--- src/rtl/polylut_arbiter_if.sv ---
// polylut_arbiter_if
// Groups the requester, polylut and response signals of one shared polylut
// arbiter into a single bundle.
//   slave  : the arbiter (consumes requests and lut_M2, drives grants, the lut
//            address, responses and status)
//   master : the surrounding environment (the requesters plus the polylut
//            instance that returns lut_M2)
// Signals:
//   req_valid   [NREQ]     per-requester request valid
//   req_addr    [NREQ*AW]  requester i address at bits [i*AW +: AW]
//   req_ready   [NREQ]     one-hot grant
//   hold                   suspends new grants
//   lut_address [AW]       address driven to the polylut
//   lut_M2      [OW]       polylut result
//   rsp_valid   [NREQ]     one-hot owner of rsp_data
//   rsp_data    [OW]       returned result
//   busy                   any transaction in flight
//   grant_count [16]       total accepted requests, wrapping
interface polylut_arbiter_if #(
    parameter int NREQ = 4,
    parameter int AW   = 64,
    parameter int OW   = 20
);
    logic [NREQ-1:0]    req_valid;
    logic [NREQ*AW-1:0] req_addr;
    logic [NREQ-1:0]    req_ready;
    logic               hold;
    logic [AW-1:0]      lut_address;
    logic [OW-1:0]      lut_M2;
    logic [NREQ-1:0]    rsp_valid;
    logic [OW-1:0]      rsp_data;
    logic               busy;
    logic [15:0]        grant_count;

    modport master (
        output req_valid, req_addr, hold, lut_M2,
        input  req_ready, lut_address, rsp_valid, rsp_data, busy, grant_count
    );

    modport slave (
        input  req_valid, req_addr, hold, lut_M2,
        output req_ready, lut_address, rsp_valid, rsp_data, busy, grant_count
    );
endinterface

--- src/rtl/polylut_arbiter.sv ---
// polylut_arbiter
// Round-robin arbiter sharing one fixed-latency polylut instance among NREQ
// requesters. One request is granted per cycle; the winner's address goes
// straight to the polylut, and a {valid, one-hot tag} token travels down a
// LAT-deep pipeline so the result returning LAT cycles later is labelled with
// its owner. There is no response backpressure.
// Ports:
//   clk  : single rising-edge clock
//   rst  : synchronous, active-high reset
//   bus  : polylut_arbiter_if slave modport (requests, grant, lut address,
//          lut result, response, busy, grant_count)
// Parameters: NREQ requesters, AW address width, OW result width,
//             LAT address-to-result latency in cycles (1..8).
module polylut_arbiter #(
    parameter int NREQ = 4,
    parameter int AW   = 64,
    parameter int OW   = 20,
    parameter int LAT  = 2
) (
    input  logic             clk,
    input  logic             rst,
    polylut_arbiter_if.slave bus
);
    localparam int PW = (NREQ > 1) ? $clog2(NREQ) : 1;
    localparam int EW = NREQ + 1;

    // Returns {found, index}: first requester with valid set, searching
    // ptr, ptr+1, ... modulo NREQ.
    function automatic logic [PW:0] rr_pick(input logic [PW-1:0] ptr,
                                            input logic [NREQ-1:0] vld);
        logic          found;
        logic [PW-1:0] idx;
        int            c;
        found = 1'b0;
        idx   = '0;
        // Walk offsets from the far end so the nearest hit is written last.
        for (int k = NREQ - 1; k >= 0; k--) begin
            c = int'(ptr) + k;
            c = (c >= NREQ) ? (c - NREQ) : c;
            if (vld[c]) begin
                found = 1'b1;
                idx   = PW'(c);
            end else begin
                found = found;
                idx   = idx;
            end
        end
        return {found, idx};
    endfunction

    logic [PW-1:0]          rr_ptr_r;
    logic [15:0]            grant_count_r;
    logic [LAT-1:0][EW-1:0] pipe_r;        // [NREQ] = valid, [NREQ-1:0] = tag

    logic [PW:0]            pick_s;
    logic                   grant_any_s;
    logic [PW-1:0]          grant_idx_s;
    logic [NREQ-1:0]        grant_s;
    logic [AW-1:0]          grant_addr_s;
    logic [NREQ-1:0]        rsp_valid_s;
    logic                   busy_s;
    logic [15:0]            grant_count_s;

    // Combinational round-robin grant, suppressed by hold and by reset.
    always_comb begin
        pick_s       = rr_pick(rr_ptr_r, bus.req_valid);
        grant_idx_s  = pick_s[PW-1:0];
        grant_any_s  = 1'b0;
        grant_s      = '0;
        grant_addr_s = '0;
        if (!rst && !bus.hold && pick_s[PW]) begin
            grant_any_s  = 1'b1;
            grant_s      = NREQ'(1) << grant_idx_s;
            grant_addr_s = bus.req_addr[int'(grant_idx_s)*AW +: AW];
        end else begin
            grant_any_s  = 1'b0;
        end
    end

    // Round-robin pointer, accepted-request counter and owner-tag pipeline.
    always_ff @(posedge clk) begin
        if (rst) begin
            rr_ptr_r      <= '0;
            grant_count_r <= 16'd0;
            pipe_r        <= '0;
        end else begin
            if (grant_any_s) begin
                rr_ptr_r      <= (grant_idx_s == PW'(NREQ - 1)) ? '0 : (grant_idx_s + PW'(1));
                grant_count_r <= grant_count_r + 16'd1;
            end else begin
                rr_ptr_r      <= rr_ptr_r;
                grant_count_r <= grant_count_r;
            end
            // The token shifts every cycle, hold or not, so in-flight
            // results always line up with the polylut latency.
            pipe_r[0] <= {grant_any_s, grant_s};
            for (int k = 1; k < LAT; k++) begin
                pipe_r[k] <= pipe_r[k-1];
            end
        end
    end

    // Response and status; forced idle while rst is high because the
    // synchronous reset has not yet cleared the registers in that cycle.
    always_comb begin
        busy_s = 1'b0;
        for (int k = 0; k < LAT; k++) begin
            busy_s = busy_s | pipe_r[k][NREQ];
        end
        if (rst) begin
            busy_s        = 1'b0;
            rsp_valid_s   = '0;
            grant_count_s = 16'd0;
        end else begin
            rsp_valid_s   = pipe_r[LAT-1][NREQ] ? pipe_r[LAT-1][NREQ-1:0] : '0;
            grant_count_s = grant_count_r;
        end
    end

    assign bus.req_ready   = grant_s;
    assign bus.lut_address = grant_addr_s;
    assign bus.rsp_valid   = rsp_valid_s;
    assign bus.rsp_data    = bus.lut_M2;
    assign bus.busy        = busy_s;
    assign bus.grant_count = grant_count_s;
endmodule

--- src/flat_wrapper.sv ---
// flat-port wrapper written by rule: the top's interface ports become plain ports
module polylut_arbiter_flat 
#(
    parameter int NREQ = 4,
    parameter int AW   = 64,
    parameter int OW   = 20,
    parameter int LAT  = 2
)
  (clk, rst, bus_req_valid, bus_req_addr, bus_hold, bus_lut_M2, bus_req_ready, bus_lut_address, bus_rsp_valid, bus_rsp_data, bus_busy, bus_grant_count);
  polylut_arbiter_if #(.NREQ(NREQ), .AW(AW), .OW(OW)) bus_i ();
  input  logic clk;
  input  logic rst;
  input wire logic [$bits(bus_i.req_valid)-1:0] bus_req_valid;
  input wire logic [$bits(bus_i.req_addr)-1:0] bus_req_addr;
  input wire logic [$bits(bus_i.hold)-1:0] bus_hold;
  input wire logic [$bits(bus_i.lut_M2)-1:0] bus_lut_M2;
  output wire logic [$bits(bus_i.req_ready)-1:0] bus_req_ready;
  output wire logic [$bits(bus_i.lut_address)-1:0] bus_lut_address;
  output wire logic [$bits(bus_i.rsp_valid)-1:0] bus_rsp_valid;
  output wire logic [$bits(bus_i.rsp_data)-1:0] bus_rsp_data;
  output wire logic [$bits(bus_i.busy)-1:0] bus_busy;
  output wire logic [$bits(bus_i.grant_count)-1:0] bus_grant_count;
  assign bus_i.req_valid = bus_req_valid;
  assign bus_i.req_addr = bus_req_addr;
  assign bus_i.hold = bus_hold;
  assign bus_i.lut_M2 = bus_lut_M2;
  assign bus_req_ready = bus_i.req_ready;
  assign bus_lut_address = bus_i.lut_address;
  assign bus_rsp_valid = bus_i.rsp_valid;
  assign bus_rsp_data = bus_i.rsp_data;
  assign bus_busy = bus_i.busy;
  assign bus_grant_count = bus_i.grant_count;
  polylut_arbiter #(.NREQ(NREQ), .AW(AW), .OW(OW), .LAT(LAT)) u_core (.clk(clk), .rst(rst), .bus(bus_i));
endmodule
--- config.mk ---
export PLATFORM = sky130hd
export DESIGN_NAME = polylut_arbiter_flat
export DESIGN_NICKNAME = d
export VERILOG_FILES = /design/src/rtl/polylut_arbiter_if.sv /design/src/rtl/polylut_arbiter.sv /design/src/flat_wrapper.sv
export SDC_FILE = /design/constraint.sdc
export NUM_CORES = 1
export LEC_CHECK = 0
export ABC_CLOCK_PERIOD_IN_PS = 4500
export BUFFER_PORTS_ARGS = -buffer_cell sky130_fd_sc_hd__buf_2
export CAP_MARGIN = 30
export CELL_PAD_IN_SITES_DETAIL_PLACEMENT = 0
export CELL_PAD_IN_SITES_GLOBAL_PLACEMENT = 1
export CORE_AREA = 4 4 149 151
export DETAILED_ROUTE_END_ITERATION = 6
export DIE_AREA = 0 0 153 155
export GPL_TIMING_DRIVEN = 0
export MAX_ROUTING_LAYER = met4
export PLACE_DENSITY_LB_ADDON = 0.1
export SLEW_MARGIN = 20
export SYNTH_ARGS = -nofsm -noshare
export SYNTH_HDL_FRONTEND = slang
export SYNTH_SLANG_ARGS = --single-unit
--- constraint.sdc ---
create_clock -name clk -period 4.5 [get_ports clk]
set_input_delay 1.35 -clock clk [delete_from_list [all_inputs] [get_ports clk]]
set_output_delay 1.35 -clock clk [all_outputs]
set_load 0.01 [all_outputs]
Yosys cells after proc, flatten, opt, wreduce, memory -nomap -nowiden:

Index checks and enable logic that the tools add are counted.

* output and inout bits: 109
* memories: 0
* word-level logic and storage cells: 61
* input port bits: 283
* register bits: 28
* latch bits: 0
* memory bits (writable): 0
* bits in read-only memories: 0

* order comparisons: 8
* divide/modulo/power cells: 0
* equality and inequality tests: 1
* shift operators: 2
* add/subtract/negate cells: 9
* multiply operators: 0
* multiplexer cells: 32
* reduce and logical (&&, ||, !) cells: 4
* bitwise gates (word level): 1

Operator list (number)
* variable part select 256 x 9 -> 64 bit: 1
* < comparator 32 x 4 -> 1 bit, second input constant: 4
* 2-to-1 mux 32 bit: 4
* greater-or-equal comparator 32 x 4 -> 1 bit, second input constant: 3
* subtractor 32 x 4 -> 32 bit, second input constant: 3
* 2-to-1 mux 64 bit: 1
* adder 16 x 1 -> 16 bit, second input constant: 1
* 2-to-1 mux 16 bit: 1
* 2-to-1 mux 1 bit: 14
* 2-to-1 mux 4 bit: 3
* 2-to-1 mux 2 bit: 5
* binary-select mux 1 bit (select 2 bit): 4
* adder 2 x 2 -> 3 bit, second input constant: 2
* left shift 1 x 2 -> 4 bit, first input constant: 1
* subtractor 2 x 3 -> 4 bit, second input constant: 1
* adder 2 x 1 -> 3 bit, second input constant: 1
* greater-or-equal comparator 2 x 3 -> 1 bit, second input constant: 1
* adder 2 x 1 -> 2 bit, second input constant: 1
* equality test 2 bit, second input constant: 1
* logical AND 1 bit: 2
* logical NOT 1 bit: 2
* OR 1 bit: 1

Longest topological paths before layout:

Gate-level depths: netlist of the first run.

* depth after elaboration: 12
* mapped depth: 9
* gate-level depth less buffers: 6

Worst setup path before layout of the first run:

OpenSTA, ideal clock, no wires.

* path type: input-to-output
* from: in bus_req_valid[2]
* to: out bus_req_ready[0]
* cell stages on the path: 8
* path slack: 577 ps
* data required time: 3150 ps
* data arrival time: 2573 ps
* buffers on the path: 3
* cell sequence: nor2b_1 > o32a_1 > buf_6 > buf_12 > buf_12 > inv_1 > ha_1 > and2_1

* word-level cells in the longest chain between the ends: 9
* elaborated cells on any way between the ends: 23
* those cells by class: shift (1); mux (21); reduce/logical (1)

Ends and longest elaborated chain
* start: declaration: RTL line flat_wrapper.sv:13 `input wire logic [$bits(bus_i.req_valid)-1:0] bus_req_valid;`
* binary-select mux 1 bit (select 2 bit): RTL line polylut_arbiter.sv:40 `if (vld[c]) begin`
* 2-to-1 mux 1 bit (implied by the code) (2 in a row): RTL line polylut_arbiter.sv:40
* 2-to-1 mux 2 bit / 2-to-1 mux 1 bit (equally long branches) (4 in a row): RTL line polylut_arbiter.sv:40
* left shift 1 x 2 -> 4 bit / logical AND 1 bit (equally long branches): RTL line polylut_arbiter.sv:73, polylut_arbiter.sv:71
* 2-to-1 mux 4 bit *: RTL line polylut_arbiter.sv:71 `if (!rst && !bus.hold && pick_s[PW]) begin`
* end: declaration: RTL line flat_wrapper.sv:17 `output wire logic [$bits(bus_i.req_ready)-1:0] bus_req_ready;`

Every way passes the cells marked *; elsewhere a longest branch is shown, timed or not. The select of a mux whose other input is x is not followed.

Worst setup path after layout of the first run:

* from: in bus_req_valid[1]
* to: out bus_lut_address[22]

* word-level cells in the longest chain between the ends: 9
* elaborated cells on any way between the ends: 23
* those cells by class: shift (1); mux (21); reduce/logical (1)

Ends and longest elaborated chain
* binary-select mux 1 bit (select 2 bit): RTL line polylut_arbiter.sv:40
* 2-to-1 mux 1 bit (implied by the code) (2 in a row): RTL line polylut_arbiter.sv:40
* 2-to-1 mux 2 bit / 2-to-1 mux 1 bit (equally long branches) (4 in a row): RTL line polylut_arbiter.sv:40
* variable part select 256 x 9 -> 64 bit / logical AND 1 bit (equally long branches): RTL line polylut_arbiter.sv:74, polylut_arbiter.sv:71
* 2-to-1 mux 64 bit *: RTL line polylut_arbiter.sv:71
* end: declaration: RTL line flat_wrapper.sv:18 `output wire logic [$bits(bus_i.lut_address)-1:0] bus_lut_address;`

Marked as above.

==> flow_metrics.tcl, run 1 <==
set metrics [dict create \
    max_freq_ghz 0.226 \
    ant_nets 0 \
    gr-max-usage-layer "met2" \
    clock_path_buffers 2 \
    tightest_slew_ns 0.521 \
    grt_use_met1_pct 18.5 \
    ios 392 \
    grt_pass1_vias 4758 \
    yosys.area.top_type "mux2i_1" \
    vdd_drop_max_mv 0.165 \
    final_cell_mix "buf_2, mux2i_1, o22ai_1" \
    drive_above_1_share_pct 56.4 \
    h-tree-depth 1 \
    timing.final.crit_share_pct 98.1 \
    layout_min_cycle_time_ns 4.42 \
    grt-ovfl-total 0 \
    pre_cts_slack_ns -0.324 \
    synth_nets 684 \
    finalClockSkew_ns 0.00428 \
    route.detailed.drc 0 \
    status "finished clean" \
    synth-adder-area-share_pct 1.80 \
    fp-row-count 53 \
    start_util_pct 16.7 \
    setup_viol 0 \
    drt-initial-drc-count 196 \
    cts-root-buf "clkbuf_16" \
    synth-simple-area-share_pct 14.1 \
    power.total_w 0.00126 \
    vias_per_cell 4.25 \
    hold_class "flop to flop" \
    synth_xor_area_share_pct 1.51 \
    final_cell_area_um2 5890 \
    gp_congestion 0.920 \
    yosysWarnings 0 \
    drt_first_pass_iters 4 \
    use_met2_pct 32.7 \
    synth_top_family_by_area "multiplexers" \
    use_met3_pct 5.45 \
    cts-buffers-inserted 3 \
    ys_ff_latch 28 \
    fp.dieW_um 153 \
    worst_slack_ns 0.0850 \
    ys.flop_type "dfxtp_1" \
    placement.io_buffers 371 \
    post_drt_wl_per_cell_um 21.2 \
    synth.area.mux_share_pct 38.4 \
    synth_top_area_share_pct 36.8 \
    end_kind "output pin" \
    rsz0062_at_grt "no" \
    syn_inst 396 \
    max-slew-margin-rel_pct 65.3 \
    required_ns 3.15 \
    path_max_fanout 10 \
    yosysSeqAreaShare_pct 16.1 \
    crit_type "input pin to output pin" \
    antenna_found_initial 15 \
    holdPathStages 1 \
    grt_pass1_wl_mm 30.8 \
    drt_wl_total_mm 22.5 \
    final_net_count 1060 \
    cts_sinks 28 \
    p_per_area_nw_per_um2 214 \
    synth_compound_area_share_pct 14.1 \
    path_clk_slew_ns 0.07 \
    layout_commonest_cell "buf_2" \
    synthTopCellsByArea "mux2i_1, dfxtp_1, o22ai_1" \
    synthToLayoutAreaGrowth_pct 69.2 \
    clk_latency_ns 0.26 \
    grt_max_degree 17 \
    synth_edf_count 0 \
    start_kind "input pin" \
    vias 4507 \
    power.leakage_nw 3.08 \
    maxCapViolations 0 \
    netlist_area_um2 3480 \
    ys_types 40 \
    arrival_ns 3.07 \
    drv_slew 0 \
    die_area_um2 23700 \
    grt_use_total_pct 17.8 \
    dp_hpwl_mm 19.9 \
    avgSynthCellArea_um2 8.80 \
    cts_tree "yes" \
    hold_viol_final 0 \
    async_reset_ff_share_pct 0 \
    dpl_cell_area_um2 5680 \
    core_um2 20800 \
    r2r_cells 5 \
    die_h_um 155 \
]
sequential cells by signal, indices dropped and copies added (netlist names):
name / cells
u_core.grant_count_r: 16
u_core.rr_ptr_r: 2
u_core.pipe_r: 10
path summary, 6_finish.rpt:
kind,startpoint,endpoint,slack [ns]
max,bus_req_valid[1],bus_lut_address[22],0.08
min,u_core.pipe_r[0],u_core.pipe_r[5],0.44
max reg2reg,u_core.grant_count_r[3],u_core.grant_count_r[14],2.70
min reg2reg,u_core.pipe_r[0],u_core.pipe_r[5],0.44
power breakdown:
| part | switching [W] | internal (W) | total [W] |
|---|---|---|---|
| registers | 0.00000520 | 0.000256 | 0.000262 |
| logic | 0.000361 | 0.000373 | 0.000734 |
| clock network | 0.0000863 | 0.000177 | 0.000263 |
| total | 0.000453 | 0.000806 | 0.00126 |
layout make-up:
class	count	area, um^2
multi-input cells	309	2490
repair buffers	371	1860
clock buffers	3	75.1
flip-flops and latches	28	561
inverters	3	11.3
plain buffers	56	493
fillers	2362	14900
clock inverters	1	30.0
well taps	275	344
diodes	14	35.0
stage by stage:
step / hold slack, ns / utilization (%) / TNS (ns) / std cells
after global routing: 0.470 / 28.3 / 0 / 1060
after CTS: 0.448 / 28.0 / 0 / 1046
final: 0.443 / 28.3 / 0 / 1060
after floorplan: 0.414 / - / 0 / 396
after detailed placement: 0.432 / 27.3 / -7.39 / 1042
after global placement: 0.425 / 27.3 / -7.42 / 1042
synth_stat cells (4+ instances only):
master and count:
nand4_1 6, ha_1 5, nor2b_1 24, o22ai_1 64, buf_2 10, nand3_1 4
buf_4 21, buf_12 8, nand2_1 8, o21ai_0 7, dfxtp_1 28, mux2i_1 128
xor2_1 5, and2_1 13, clkbuf_1 12, nor2_1 17
worst max-delay path, cell delays in order:
cell and delay [ns]:
buf_2 0.13, nand2b_1 0.16, a21oi_1 0.13, o32a_1 0.18, buf_6 0.12, buf_4 0.24, mux2i_1 0.43, o22ai_2 0.15
buf_2 0.17
repair_timing:
| action | in CTS | in global routing |
|---|---|---|
| pin swaps | 0 | 1 |
| setup endpoints to repair | 60 | 27 |
| gates resized for setup | 10 | 12 |
| hold buffers | 0 | 0 |
| setup buffers | 0 | 0 |
logic make-up (layout without fill, tap and decap cells):
group	Yosys count	count (layout)
flops	28	28
other cells	0	14
xor+xnor	6	6
buf+inv	59	434
mux	133	133
compound gates	79	79
fa+ha+maj	5	5
simple gates	86	86
per-layer routing:
layer | vias up | wire [um]
li1 | 2224 | -
met1 | 2071 | 7990
met2 | 196 | 12300
met3 | 16 | 1800
met4 | 0 | 416
met5 | - | 0
Note: power is estimated with default switching activity, not from simulation.
==> inputs of run 2 (changes only) <==
- CORE_AREA: 4 4 149 151 -> 8 8 145 147
==> flow_metrics.tcl, run 2 (same netlist as run 1, synthesis figures left out) <==
set metrics [dict create \
    grt_max_degree 17 \
    whs_ns 0.438 \
    comb_power_share_pct 57.7 \
    clock_path_buffers 2 \
    p_per_area_nw_per_um2 213 \
    setup_viol 0 \
    ios 392 \
    layout_commonest_cell "buf_2" \
    timing.final.crit_share_pct 97.1 \
    power.switching_w 0.000440 \
    placement.io_buffers 371 \
    tightest_slew_ns 0.520 \
    finalClockSkew_ns 0.00256 \
    grt-ovfl-total 0 \
    h-tree-depth 1 \
    vias_per_cell 4.38 \
    grt_pass1_vias 4794 \
    final_cell_mix "buf_2, mux2i_1, o22ai_1" \
    clkPwrFrac_pct 21.2 \
    largest_reg_flops 16 \
    hold_viol_final 0 \
    start_util_pct 18.4 \
    die_area_um2 23700 \
    fp.dieW_um 153 \
    grt_use_total_pct 17.2 \
    gp_congestion 0.816 \
    final_cell_area_um2 5820 \
    required_ns 3.15 \
    maxCapViolations 0 \
    post_cts_buffers 0 \
    power.leakage_nw 3.07 \
    intPower_w 0.000801 \
    dp_hpwl_mm 18.9 \
    drt-initial-drc-count 169 \
    vias 4497 \
    cts_tree "yes" \
    max_freq_ghz 0.229 \
    dpl_cell_area_um2 5640 \
    status "finished clean" \
    die_h_um 155 \
    core_um2 19000 \
    path_max_fanout 10 \
    clk_latency_ns 0.26 \
    fill_cells 2069 \
    start_kind "input pin" \
    post-route-util_pct 30.7 \
    hold_class "flop to flop" \
    min-delay-start "u_core.pipe_r[2]" \
    swShare_pct 35.5 \
    path_clk_slew_ns 0.07 \
    end_kind "output pin" \
    cts-root-buf "clkbuf_16" \
    drive_above_1_share_pct 55.9 \
    crit_start "bus_req_valid[1]" \
    antenna_found_initial 17 \
    cts-buffers-inserted 3 \
    cts-resized-gates 5 \
    ant_nets 0 \
    pre_cts_slack_ns -0.287 \
    worst_slack_ns 0.129 \
    layout_min_cycle_time_ns 4.37 \
    crit_type "input pin to output pin" \
    route.detailed.drc 0 \
    cts_sinks 28 \
    vdd_drop_max_mv 0.112 \
    rr_startpoint "u_core.rr_ptr_r[0]" \
    reg_top3 "u_core.grant_count_r: 16 flops, u_core.pipe_r: 10 flops, u_core.rr_ptr_r: 2 flops" \
    grt_pass1_wl_mm 30.5 \
    fp-row-count 51 \
    hold_buffers 0 \
    regMostFlops "u_core.grant_count_r" \
    drv_slew 0 \
    final_net_count 1060 \
    max-slew-margin-rel_pct 65.3 \
    seqPwrFrac_pct 21.1 \
    drt_wl_total_mm 21.5 \
    post_drt_wl_per_cell_um 20.9 \
    drt_first_pass_iters 4 \
    arrival_ns 3.02 \
    synthToLayoutAreaGrowth_pct 67.0 \
]
==> run 2: cell count changes in the layout (fill, tap and decap cells not counted) <==
cell | previous run | this run
buf_2 | 378 | 380
buf_4 | 23 | 22
clkbuf_2 | 4 | 5
clkbuf_4 | 3 | 1
diode_2 | 14 | 18
mux2i_1 | 126 | 128
mux2i_2 | 2 | 0
nand2_2 | 0 | 1
nand2_4 | 1 | 0
o22ai_1 | 61 | 63
o22ai_2 | 2 | 1
o22ai_4 | 1 | 0
==> run 2: worst paths after layout <==
path,cells past startpoint,slack [ns],end
worst min-delay path,1,0.44,u_core.pipe_r[7]
worst min register to register,1,0.44,u_core.pipe_r[7]
worst max register to register,9,2.70,u_core.rr_ptr_r[1]
worst max-delay path,9,0.13,bus_lut_address[18]
==> run 2: area by class of cell <==
class | instances | area (um^2) | share of cell area [%]
flip-flops and latches | 28 | 561 | 9.63
diodes | 18 | 45.0 | 0.774
inverters | 3 | 11.3 | 0.194
multi-input cells | 309 | 2460 | 42.2
clock buffers | 3 | 75.1 | 1.29
repair buffers | 371 | 1860 | 31.9
clock inverters | 1 | 30.0 | 0.516
plain buffers | 56 | 485 | 8.34
well taps | 238 | 298 | 5.12
==> run 2: worst max-delay path: stages <==
cell	delay, ns
buf_2	0.13
nand2b_1	0.16
a21oi_1	0.12
o32a_1	0.18
buf_6	0.12
buf_2	0.31
mux2i_1	0.35
o22ai_1	0.14
buf_2	0.16
==> run 2: stage by stage <==
stage               instances  power, W   TNS, ns
global route             1027   0.00132  -0.00789
global placement         1005  0.000983     -4.44
finish                   1027   0.00124         0
detailed placement       1005  0.000987     -4.80
CTS                      1009   0.00126         0
floorplan                 396  0.000709         0
==> run 2: per-layer routing <==
| metal | global-route usage (%) | vias to the layer above | wire length, um |
|---|---|---|---|
| li1 | - | 2237 | - |
| met1 | 18.1 | 2073 | 8000 |
| met2 | 30.4 | 174 | 11600 |
| met3 | 5.49 | 13 | 1660 |
| met4 | 5.75 | 0 | 242 |
| met5 | - | - | 0 |
==> run 2: power groups by stage <==
stage | Clock, W | Combinational, W | Sequential (W)
floorplan | 0 | 0.000443 | 0.000266
global placement | 0 | 0.000716 | 0.000267
detailed placement | 0 | 0.000719 | 0.000268
CTS | 0.000275 | 0.000724 | 0.000262
global route | 0.000285 | 0.000774 | 0.000263
finish | 0.000264 | 0.000716 | 0.000262
